$ cat src/rtl/cpu_pkg.sv
// cpu_pkg: shared encodings for the 16-bit CISC-V multi-cycle controller.
package cpu_pkg;
  localparam logic [3:0] OP_AND = 4'b0000;
  localparam logic [3:0] OP_OR  = 4'b0001;
  localparam logic [3:0] OP_ADD = 4'b0010;
  localparam logic [3:0] OP_SUB = 4'b0110;
  localparam logic [3:0] OP_SLT = 4'b0111;
  localparam logic [3:0] OP_LW  = 4'b1000;
  localparam logic [3:0] OP_SW  = 4'b1010;
  localparam logic [3:0] OP_BNE = 4'b1110;
  localparam logic [3:0] OP_JMP = 4'b1111;
  localparam logic [2:0] ALU_ADD = 3'b000;
  localparam logic [2:0] ALU_SUB = 3'b001;
  localparam logic [2:0] ALU_AND = 3'b010;
  localparam logic [2:0] ALU_SLT = 3'b011;
  localparam logic [2:0] ALU_OR  = 3'b100;
  localparam logic [1:0] PC_INC = 2'b00;
  localparam logic [1:0] PC_BR  = 2'b01;
  localparam logic [1:0] PC_JMP = 2'b10;
  localparam logic [2:0] S_FETCH  = 3'd0;
  localparam logic [2:0] S_DECODE = 3'd1;
  localparam logic [2:0] S_EXEC   = 3'd2;
  localparam logic [2:0] S_MEM    = 3'd3;
  localparam logic [2:0] S_WB     = 3'd4;
  typedef struct packed {
    logic       is_alu;
    logic       is_lw;
    logic       is_sw;
    logic       is_bne;
    logic       is_jmp;
    logic       legal;
    logic [2:0] alu_op;
  } dec_t;
endpackage

$ cat src/rtl/mc_decode.sv
// mc_decode: opcode classification and ALU function lookup.
module mc_decode
  import cpu_pkg::*;
(
  input  logic [3:0] op,
  output dec_t       dec
);
  always_comb begin
    dec = '0;
    case (op)
      OP_ADD: begin dec.is_alu = 1'b1; dec.alu_op = ALU_ADD; end
      OP_SUB: begin dec.is_alu = 1'b1; dec.alu_op = ALU_SUB; end
      OP_AND: begin dec.is_alu = 1'b1; dec.alu_op = ALU_AND; end
      OP_OR:  begin dec.is_alu = 1'b1; dec.alu_op = ALU_OR; end
      OP_SLT: begin dec.is_alu = 1'b1; dec.alu_op = ALU_SLT; end
      OP_LW:  begin dec.is_lw = 1'b1; dec.alu_op = ALU_ADD; end
      OP_SW:  begin dec.is_sw = 1'b1; dec.alu_op = ALU_ADD; end
      OP_BNE: begin dec.is_bne = 1'b1; dec.alu_op = ALU_SUB; end
      OP_JMP: begin dec.is_jmp = 1'b1; dec.alu_op = ALU_ADD; end
      default: dec = '0;
    endcase
    dec.legal = dec.is_alu | dec.is_lw | dec.is_sw | dec.is_bne | dec.is_jmp;
  end
endmodule

$ cat src/rtl/multicycle_ctrl.sv
// multicycle_ctrl: FETCH/DECODE/EXEC/MEM/WB sequencer with retired-instruction counter.
module multicycle_ctrl
  import cpu_pkg::*;
(
  input  logic        clk,
  input  logic        rst,
  input  logic [3:0]  opcode,
  input  logic        alu_zero,
  input  logic        i_ready,
  input  logic        d_ready,
  output logic        i_req,
  output logic        ir_write,
  output logic        pc_write,
  output logic [1:0]  pc_src,
  output logic [2:0]  alu_op,
  output logic        alu_src,
  output logic        reg_dest,
  output logic        reg_write,
  output logic        mem_to_reg,
  output logic        mem_read,
  output logic        mem_write,
  output logic        illegal,
  output logic [15:0] instr_count
);
  logic [2:0] state, nxt;
  logic [3:0] op_q, dec_op;
  logic       fetch, decode, exec, mem, wb, retire;
  dec_t       dec;
  assign fetch  = state == S_FETCH;
  assign decode = state == S_DECODE;
  assign exec   = state == S_EXEC;
  assign mem    = state == S_MEM;
  assign wb     = state == S_WB;
  // op_q is only loaded at the end of DECODE, so legality there comes straight from the IR
  assign dec_op = decode ? opcode : op_q;
  mc_decode u_dec (.op(dec_op), .dec(dec));
  assign nxt = fetch  ? (i_ready ? S_DECODE : S_FETCH)
             : decode ? (dec.legal ? S_EXEC : S_FETCH)
             : exec   ? (dec.is_alu ? S_WB : (dec.is_lw | dec.is_sw) ? S_MEM : S_FETCH)
             : mem    ? (!d_ready ? S_MEM : dec.is_lw ? S_WB : S_FETCH)
             : S_FETCH;
  assign retire = wb | (exec & (dec.is_bne | dec.is_jmp)) | (mem & d_ready & dec.is_sw);
  assign i_req      = fetch;
  assign ir_write   = !rst & fetch & i_ready;
  assign pc_write   = !rst & ((fetch & i_ready) | (exec & (dec.is_jmp | (dec.is_bne & !alu_zero))));
  assign pc_src     = (exec & dec.is_bne) ? PC_BR : (exec & dec.is_jmp) ? PC_JMP : PC_INC;
  assign alu_op     = exec ? dec.alu_op : ALU_ADD;
  assign alu_src    = exec & (dec.is_lw | dec.is_sw);
  assign reg_write  = wb;
  assign reg_dest   = wb & dec.is_lw;
  assign mem_to_reg = wb & dec.is_lw;
  assign mem_read   = mem & dec.is_lw;
  assign mem_write  = mem & dec.is_sw;
  assign illegal    = decode & !dec.legal;
  always_ff @(posedge clk or posedge rst) begin
    if (rst) begin
      state       <= S_FETCH;
      op_q        <= '0;
      instr_count <= '0;
    end else begin
      state <= nxt;
      if (decode) op_q <= opcode;
      if (retire) instr_count <= instr_count + 16'd1;
    end
  end
endmodule

$ cat config.mk
export PLATFORM = sky130hd
export DESIGN_NAME = multicycle_ctrl
export DESIGN_NICKNAME = d
export VERILOG_FILES = /design/src/rtl/cpu_pkg.sv /design/src/rtl/mc_decode.sv /design/src/rtl/multicycle_ctrl.sv
export SDC_FILE = /design/constraint.sdc
export NUM_CORES = 1
export LEC_CHECK = 0
export ABC_AREA = 1
export BUFFER_PORTS_ARGS = -buffer_cell sky130_fd_sc_hd__clkbuf_2
export CAP_MARGIN = 20
export CELL_PAD_IN_SITES_DETAIL_PLACEMENT = 1
export CELL_PAD_IN_SITES_GLOBAL_PLACEMENT = 1
export CORE_MARGIN = 8
export CORE_UTILIZATION = 42
export CTS_BUF_LIST = sky130_fd_sc_hd__clkbuf_8
export CTS_CLUSTER_SIZE = 8
export DETAILED_ROUTE_END_ITERATION = 10
export PLACE_DENSITY = 0.92
export REMOVE_ABC_BUFFERS = 1
export SLEW_MARGIN = 25
export SYNTH_ARGS = -nofsm -noshare
export SYNTH_HDL_FRONTEND = slang
export SYNTH_SLANG_ARGS = --single-unit
$ cat constraint.sdc
create_clock -name clk -period 2.9 [get_ports clk]
set_clock_uncertainty 0.2 [all_clocks]
set_input_delay 0.29 -clock clk [delete_from_list [all_inputs] [get_ports clk]]
set_output_delay 0.29 -clock clk [all_outputs]
set_load 0.01 [all_outputs]
# Word level (Yosys, flattened, before mapping)

Index checks and enable logic that the tools add are counted.

Bits in registers: 23
Input port bits: 9
Output and inout port bits: 31
Logic and storage cells: 69

$add $sub $neg: 1
Eq/ne operators: 12
Muxes and demuxes: 20
Bitwise operators: 26
Reduce and logical (&&, ||, !) cells: 7

Operators with widths:

| operator                                            | number |
|---|---|
| two-way mux 3 bit                                   | 8 |
| adder 16 x 1 -> 16 bit, second input constant       | 1 |
| AND 1 bit                                           | 16 |
| equality test 4 bit, second input constant          | 4 |
| one-hot mux 3 bit (4 select lines)                  | 1 |
| OR 1 bit                                            | 10 |
| equality test 4 x 3 -> 1 bit, second input constant | 2 |
| two-way mux 2 bit                                   | 4 |
| equality test 3 x 2 -> 1 bit, second input constant | 2 |
| two-way mux 1 bit                                   | 6 |
| OR reduction 5 bit                                  | 1 |
| equality test 4 x 1 -> 1 bit, second input constant | 1 |
| equality test 4 x 2 -> 1 bit, second input constant | 1 |
| logical NOT 4 bit                                   | 1 |
| two-way mux 4 bit                                   | 1 |
| equality test 3 x 1 -> 1 bit, second input constant | 1 |
| equality test 3 bit, second input constant          | 1 |
| logical NOT 1 bit                                   | 3 |
| logical NOT 3 bit                                   | 1 |
| OR reduction 2 bit                                  | 1 |

# Logic depth before layout (Yosys ltp)

Gate-level depths: netlist (run 1).

Depth in word-level cells: 12
Mapped depth: 12
Depth with buffers taken out: 11

# Hierarchy

A second synthesis (run 1) with hierarchy kept.

Cells, all modules: 237
Area, all modules: 1,579.0 µm²

Modules (own cells, without submodules):

| module          | times used | cells each | area each (µm²) | seq. area each (µm²) |
|---|---|---|---|---|
| multicycle_ctrl | 1          | 205        | 1,452.6         | 575.6 |
| mc_decode       | 1          | 32         | 126.4           | 0.0 |

# Worst setup path after synthesis (run 1)

OpenSTA, ideal clock, no wires.

Kind: reg2out
Start: register state[0]
End: output reg_dest
Arrival time: 1.642 ns
Data required time: 2.410 ns
Setup slack: 0.768 ns
Cell stages (with the launch flop): 5
Buffers on the path: 1
Cells stage by stage: dfrtp_1 nor3_1 inv_1 nor2_1 buf_4

Elaborated cells on any way between the ends: 6
Those cells by class: eq/ne (3); mux (2); bitwise (1)

RTL lines:

| item                     | RTL line              | source |
|---|---|---|
| start: declaration       | multicycle_ctrl.sv:25 | `logic [2:0] state, nxt;` |
| start signal: assignment | multicycle_ctrl.sv:61 | `state <= nxt;` |
| equality test 3 bit      | multicycle_ctrl.sv:33 | `assign wb = state == S_WB;` |
| named net reg_write      | multicycle_ctrl.sv:18 | `output logic reg_write,` |
| AND 1 bit                | -                     |  |
| end: declaration         | multicycle_ctrl.sv:17 | `output logic reg_dest,` |

The timed path passes the listed nets, and every way through them passes these cells.

# Final worst setup path (run 1)

Start: register state[0]
End: output pc_write

Cells in the longest elaborated chain, start to end: 9
Elaborated cells on any way between the ends: 14
Those cells by class: eq/ne (4); mux (3); bitwise (6); reduce/logical (1)

RTL lines:

| item                         | RTL line              | source |
|---|---|---|
| equality test 3 x 1 -> 1 bit | multicycle_ctrl.sv:30 | `assign decode = state == S_DECODE;` |
| two-way mux 4 bit            | -                     |  |
| equality test 4 bit          | mc_decode.sv:10       | `case (op)` |
| two-way mux 1 bit            | mc_decode.sv:10       |  |
| AND 1 bit                    | multicycle_ctrl.sv:45 | `assign pc_write = !rst & ((fetch & i_ready) \| (exec & (dec.is_jmp \| (dec.is_bne & !alu_zero))));` |
| OR 1 bit                     | multicycle_ctrl.sv:45 |  |
| AND 1 bit                    | multicycle_ctrl.sv:45 |  |
| OR 1 bit (*)                 | multicycle_ctrl.sv:45 |  |
| AND 1 bit (*)                | multicycle_ctrl.sv:45 |  |
| end: declaration             | multicycle_ctrl.sv:13 | `output logic pc_write,` |

Every way passes the cells marked *; elsewhere a longest branch is shown, timed or not.

==> impl_metrics.py, run 1 <==
metrics = {
    "run_status": {
        "outcome": "finished with violations",
        "violations": "negative hold slack",
    },
    "worst_setup_path": {
        "end_kind": "output pin",
        "slowest_delay_ns": 0.51,
        "critical-path-top-delay-family": "simple AND/OR/NAND/NOR gates",
        "crit_buf_inv": 1,
        "arrival_ns": 2.03,
        "path_class": "register to output pin",
        "critPathRequiredTime_ns": 2.41,
        "path_cells": "nor3_1 > nand2_2 > nor2_4 > nand2_1 > a21oi_1 > clkbuf_2",
        "startpoint_type": "register",
        "critPathMaxFanout": 7,
        "crit_slowest_cell": "nor3_1",
    },
    "drt": {
        "viasPerCell": 5.30,
        "dr.pass1.iters": 4,
        "vias": 1685,
        "avgRoutedWirePerCell_um": 15.4,
        "drtIter0Drc": 121,
        "remaining_drc_errors": 0,
        "routed_wl_um": 4910,
        "postRouteAntennaNets": 0,
    },
    "timing": {
        "timing.final.crit_share": 0.870,
        "rsz0062_at_grt": "false",
        "setup_viol_count_final": 0,
        "drv_slew": 0,
        "layout_min_cycle_time_ns": 2.52,
        "worstMarginPinSlew_ns": 0.886,
        "relSlewSlack": 0.408,
        "fin_ws_ns": 0.376,
        "clock.fmax_mhz": 396,
        "hold_viol": 7,
        "timing.hold.ws_ns": -0.00324,
        "finalSetupTns_ns": 0,
    },
    "placement": {
        "gp_congestion": 0.837,
        "place_area_mm2": 0.00187,
        "dp_hpwl_um": 3880,
        "pre_cts_ws_ns": 0.701,
        "numPortBuffers": 39,
    },
    "floorplanning": {
        "fp.dieH_um": 78.7,
        "rows": 22,
        "io_pins": 40,
        "start_util": 0.444,
        "dieArea_mm2": 0.00620,
        "chipWidth_um": 78.7,
        "fp.coreArea_mm2": 0.00372,
    },
    "synthesis": {
        "syn_avg_cell_area_um2": 7.15,
        "ys_warn_count": 0,
        "synth-seq-cells": 23,
        "synth_cell_types": 23,
        "synth-edff-count": 0,
        "yosysSeqAreaShare": 0.348,
        "synth_ff_type": "dfrtp_1",
        "synthArstFlopShare": 1.00,
        "syn_inst": 231,
        "netlist_area_mm2": 0.00165,
    },
    "grt": {
        "grt_first_pass_wirelength_um": 8520,
        "antenna_found_initial": 0,
        "grt_pass1_vias": 1716,
        "grt_max_degree": 24,
        "gr-usage-all-layers": 0.168,
        "grt-ovfl-total": 0,
    },
    "clock_tree": {
        "cts_tree": "built",
        "post_cts_buffers": 0,
        "cts_max_path_buffers": 2,
        "cts.sinks": 23,
        "cts_inserted_buffers": 3,
        "clk_latency_ns": 0.28,
        "cts_root_buf": "clkbuf_8",
        "clk_pin_slew_ns": 0.09,
        "h-tree-depth": 1,
        "cts_resized": 0,
        "hold_buffers": 0,
    },
    "final_layout": {
        "nNetsFinal": 281,
        "final_area_mm2": 0.00191,
        "diodes": 0,
        "final_layout_size_suffix_gt1_frac": 0.267,
        "utilization": 0.515,
        "fillers": 524,
        "syn_to_final_growth_pct": 15.8,
    },
    "flow_run": {
        "drv_cap": 0,
    },
    "power": {
        "p_leak_nw": 1.03,
        "p_per_area_mw_per_mm2": 775,
        "p_sw_frac": 0.514,
        "power.net_switching_w": 0.000761,
        "seq_power_share": 0.311,
        "p_int_w": 0.000721,
        "p_clk_frac": 0.142,
        "max-vdd-ir-drop_mv": 0.402,
        "combinationalPowerShare": 0.547,
    },
    "hold_path": {
        "min_path_type": "input port to async pin",
    },
}
logic make-up after synthesis:
group                    after synthesis  share of synthesized area
buffers and inverters                 33                     0.0901
XOR/XNOR                              14                     0.0742
adder cells (fa/ha/maj)                1                    0.00757
AO/OA/AOI/OAI                          4                     0.0136
flip-flops                            23                      0.348
AND/OR/NAND/NOR                      156                      0.466
cell usage in the layout (no fill, tap or decap):
| cell type | n |
|---|---|
| nand2_1 | 54 |
| clkbuf_2 | 39 |
| nand3_1 | 36 |
| inv_1 | 26 |
| nor2_1 | 23 |
| dfrtp_1 | 23 |
| nand2_2 | 18 |
| nor3_1 | 12 |
| xor2_1 | 10 |
| nand4_1 | 5 |
| xnor2_1 | 4 |
| inv_2 | 3 |
| a21oi_1 | 3 |
| clkbuf_8 | 3 |
| nor2_4 | 2 |
| nor2_2 | 2 |
| nand3_2 | 1 |
| nor2_8 | 1 |
| nand2_4 | 1 |
| nand2_8 | 1 |
| o211ai_1 | 1 |
| ha_1 | 1 |
| clkinv_2 | 1 |
worst paths after layout:
kind / start / end / cells after the start / slack [ns]
min reg2reg: instr_count[15] / instr_count[15] / 2 / 0.38
max reg2reg: state[1] / instr_count[7] / 10 / 0.76
min: rst / instr_count[12] / 2 / -0.003
max in group asynchronous: rst / instr_count[0] / 2 / 1.95
min in group clk: d_ready / state[0] / 2 / 0.06
max: state[0] / pc_write / 6 / 0.38
worst register-to-register path: cells and delay by family, from the launching register on:
| kind | cells | cell delay (ns) |
|---|---|---|
| and+or+nand+nor | 9 | 1.27 |
| DFF | 1 | 0.43 |
| buffers and inverters | 1 | 0.15 |
power groups by stage:
stage / clock (W) / combinational (W) / sequential [W]
global route: 0.000225 / 0.000909 / 0.000476
global placement: 0 / 0.000786 / 0.000460
floorplan: 0 / 0.000579 / 0.000460
detailed placement: 0 / 0.000812 / 0.000466
CTS: 0.000214 / 0.000816 / 0.000460
finish: 0.000210 / 0.000810 / 0.000462
Yosys cell counts (2+ instances only):
| cell | instances | area [µm²] |
|---|---|---|
| nand2_1 | 54 | 203 |
| nand3_1 | 36 | 180 |
| inv_1 | 26 | 97.6 |
| dfrtp_1 | 23 | 576 |
| nor2_1 | 23 | 86.3 |
| nand2_2 | 18 | 113 |
| nor3_1 | 12 | 60.1 |
| xor2_1 | 10 | 87.6 |
| nand4_1 | 5 | 31.3 |
| xnor2_1 | 4 | 35.0 |
| a21oi_1 | 3 | 15.0 |
| inv_2 | 3 | 11.3 |
| buf_4 | 2 | 15.0 |
| nor2_2 | 2 | 12.5 |
| nor2_4 | 2 | 22.5 |
cell type report:
class | instances | area (µm²) | area share
Multi-Input combinational cell | 175 | 927 | 0.485
Sequential cell | 23 | 576 | 0.301
Timing Repair Buffer | 39 | 195 | 0.102
Inverter | 29 | 109 | 0.0569
Tap cell | 48 | 60.1 | 0.0314
Clock buffer | 3 | 41.3 | 0.0216
Clock inverter | 1 | 5.00 | 0.00262
per-layer routing:
layer	track usage	part of all wire
met5	0	0
met3	0.0338	0.042
met2	0.273	0.50
met4	0.0389	0.0092
met1	0.223	0.45
state kept, by name (all words and copies together) (netlist names):
signal and count:
instr_count 16, op_q 4, state 3
metrics by stage:
| step | hold slack (ns) | cells | power (W) |
|---|---|---|---|
| final | -0.00324 | 318 | 0.00148 |
| after global routing | 0.0699 | 318 | 0.00161 |
| after CTS | 0.0383 | 318 | 0.00149 |
| after detailed placement | 0.344 | 314 | 0.00128 |
| after global placement | 0.319 | 314 | 0.00125 |
| after floorplan | 0.0919 | 227 | 0.00104 |
Note: power is estimated with default switching activity, not from simulation.
==> inputs of run 2 (changes only) <==
--- a/config.mk
+++ b/config.mk
@@ -5,13 +5,12 @@
 export SDC_FILE = /design/constraint.sdc
 export NUM_CORES = 1
 export LEC_CHECK = 0
-export ABC_AREA = 1
 export BUFFER_PORTS_ARGS = -buffer_cell sky130_fd_sc_hd__clkbuf_2
 export CAP_MARGIN = 20
 export CELL_PAD_IN_SITES_DETAIL_PLACEMENT = 1
 export CELL_PAD_IN_SITES_GLOBAL_PLACEMENT = 1
 export CORE_MARGIN = 8
-export CORE_UTILIZATION = 42
+export CORE_UTILIZATION = 43
 export CTS_BUF_LIST = sky130_fd_sc_hd__clkbuf_8
 export CTS_CLUSTER_SIZE = 8
 export DETAILED_ROUTE_END_ITERATION = 10
==> run 2 against run 1 <==
Against the previous run:
- the run still ends with negative hold slack left
- cell count down 39%
- core utilization up 1.1 points
- register-to-register slack worse by 0.29 ns
- fmax down 1.6%
- critical path depth down 1
==> impl_metrics.py, run 2 <==
metrics = {
    "synthesis": {
        "netlist_area_mm2": 0.00130,
        "syn_avg_cell_area_um2": 10.4,
        "yosys.area.top_type_share": 0.442,
        "synthArstFlopShare": 1.00,
        "synth_area_leaders": "dfrtp_1, xnor2_1, mux2_2, nand3_1, nand2_1",
        "syn_inst": 125,
        "yosysMostFrequentCell": "dfrtp_1",
        "ys_warn_count": 0,
        "synth-seq-cells": 23,
        "synth_ff_type": "dfrtp_1",
        "synth_area_leader_cell": "dfrtp_1",
        "synth-edff-count": 0,
        "synth_cell_types": 39,
        "synth.top_cells.by_count": "dfrtp_1, xnor2_1, nand2_1",
        "yosysSeqAreaShare": 0.442,
    },
    "grt": {
        "antenna_found_initial": 0,
        "grt_max_degree": 24,
        "grt-ovfl-total": 0,
        "grt_first_pass_wirelength_um": 5880,
        "gr-usage-all-layers": 0.142,
        "grt_pass1_vias": 1165,
    },
    "placement": {
        "dp_hpwl_um": 2760,
        "gp_congestion": 0.891,
        "numPortBuffers": 39,
        "place_area_mm2": 0.00151,
    },
    "worst_setup_path": {
        "r2r_cells": 5,
        "r2r-end": "instr_count[1]",
        "critPathRequiredTime_ns": 2.41,
        "critPathMaxFanout": 7,
        "path_class": "register to output pin",
        "crit_slowest_cell": "dfrtp_1",
        "timing.rr.start": "state[1]",
        "crit_buf_inv": 1,
        "arrival_ns": 2.08,
        "end_kind": "output pin",
        "path_cells": "nor3b_4 > mux2i_1 > nand2_1 > nor3_2 > clkbuf_2",
        "startpoint_type": "register",
        "regToRegSetupSlack_ns": 0.47,
        "slowest_delay_ns": 0.49,
        "critical-path-top-delay-family": "simple AND/OR/NAND/NOR gates",
    },
    "final_layout": {
        "fillers": 344,
        "final_layout_size_suffix_gt1_frac": 0.358,
        "final_common_cell": "clkbuf_2",
        "largest_register": "instr_count",
        "diodes": 0,
        "reg.largest.list": "instr_count (16), op_q (4), state (3)",
        "final_area_mm2": 0.00157,
        "nNetsFinal": 173,
        "syn_to_final_growth_pct": 20.2,
        "largest_register_ff_count": 16,
        "layout_common_cells": "clkbuf_2, dfrtp_1, xnor2_1",
    },
    "clock_tree": {
        "cts_resized": 0,
        "cts_tree": "built",
        "clk_latency_ns": 0.27,
        "cts_root_buf": "clkbuf_8",
        "hold_buffers": 0,
        "cts_max_path_buffers": 2,
        "clk_pin_slew_ns": 0.07,
        "cts_inserted_buffers": 3,
        "cts.sinks": 23,
        "h-tree-depth": 1,
        "post_cts_buffers": 0,
    },
    "drt": {
        "vias": 1079,
        "viasPerCell": 5.53,
        "routed_wl_um": 3400,
        "dr.pass1.iters": 4,
        "avgRoutedWirePerCell_um": 17.5,
        "postRouteAntennaNets": 0,
        "remaining_drc_errors": 0,
        "drtIter0Drc": 54,
    },
    "floorplanning": {
        "dieArea_mm2": 0.00505,
        "start_util": 0.437,
        "io_pins": 40,
        "chipWidth_um": 71.0,
        "rows": 20,
        "fp.dieH_um": 71.0,
        "fp.coreArea_mm2": 0.00298,
    },
    "timing": {
        "rsz0062_at_grt": "false",
        "timing.final.crit_share": 0.885,
        "relSlewSlack": 0.426,
        "clock.fmax_mhz": 390,
        "layout_min_cycle_time_ns": 2.57,
        "worstMarginPinSlew_ns": 0.860,
        "setup_viol_count_final": 0,
        "drv_slew": 0,
        "finalSetupTns_ns": 0,
        "hold_viol": 9,
        "timing.hold.ws_ns": -0.00273,
    },
    "power": {
        "power.net_switching_w": 0.000469,
        "max-vdd-ir-drop_mv": 0.394,
        "p_int_w": 0.000682,
        "p_leak_nw": 0.758,
        "seq_power_share": 0.444,
        "p_per_area_mw_per_mm2": 735,
        "p_sw_frac": 0.407,
        "p_clk_frac": 0.170,
        "combinationalPowerShare": 0.386,
    },
    "run_status": {
        "outcome": "finished with violations",
        "violations": "negative hold slack",
    },
    "hold_path": {
        "min_path_type": "input port to async pin",
    },
    "flow_run": {
        "drv_cap": 0,
    },
}
## run 2: cell type report
cell class	instances	area (µm²)	share of cell area
Multi-Input combinational cell	92	688	0.440
Sequential cell	23	576	0.368
Timing Repair Buffer	40	203	0.129
Clock buffer	3	41.3	0.0264
Tap cell	33	41.3	0.0264
Inverter	3	11.3	0.00719
Clock inverter	1	5.00	0.00320
## run 2: metrics by stage
stage	setup WS [ns]	utilization	std cells	total power (W)
3_5_place_dp	0.398	0.506	191	0.000954
5_1_grt	0.136	0.526	195	0.00122
6_report	0.333	0.526	195	0.00115
3_3_place_gp	0.539	0.506	191	0.000914
4_1_cts	0.0965	0.522	195	0.00115
2_1_floorplan	0.568	-	118	0.000780
## run 2: power groups by stage
stage	Clock (W)	Sequential [W]	Combinational [W]
finish	0.000196	0.000511	0.000444
global route	0.000209	0.000518	0.000492
CTS	0.000202	0.000505	0.000444
detailed placement	0	0.000511	0.000442
global placement	0	0.000499	0.000416
floorplan	0	0.000489	0.000291
## run 2: cells by family (layout without fill, tap and decap cells)
group / count (synthesis) / count (layout) / synth area share
simple gates: 58 / 58 / 0.274
flops: 23 / 23 / 0.442
xor+xnor: 15 / 15 / 0.107
compound gates: 11 / 11 / 0.0720
buf+inv: 10 / 47 / 0.0384
mux: 7 / 7 / 0.0576
fa+ha+maj: 1 / 1 / 0.00960
## run 2: layer usage
layer / wire length (µm) / GRT usage
met1: 1420 / 0.162
met2: 1720 / 0.247
met3: 202 / 0.0438
met4: 61 / 0.0462
met5: 0 / 0
## run 2: how the worst max path moves through the flow
stage               startpoint             end  cells past startpoint
detailed placement    state[0]         alu_src                      5
floorplan             state[0]  instr_count[1]                      4
finish                state[1]         alu_src                      5
global placement      state[0]         alu_src                      5
CTS                   state[0]         alu_src                      5
global route          state[0]         alu_src                      5
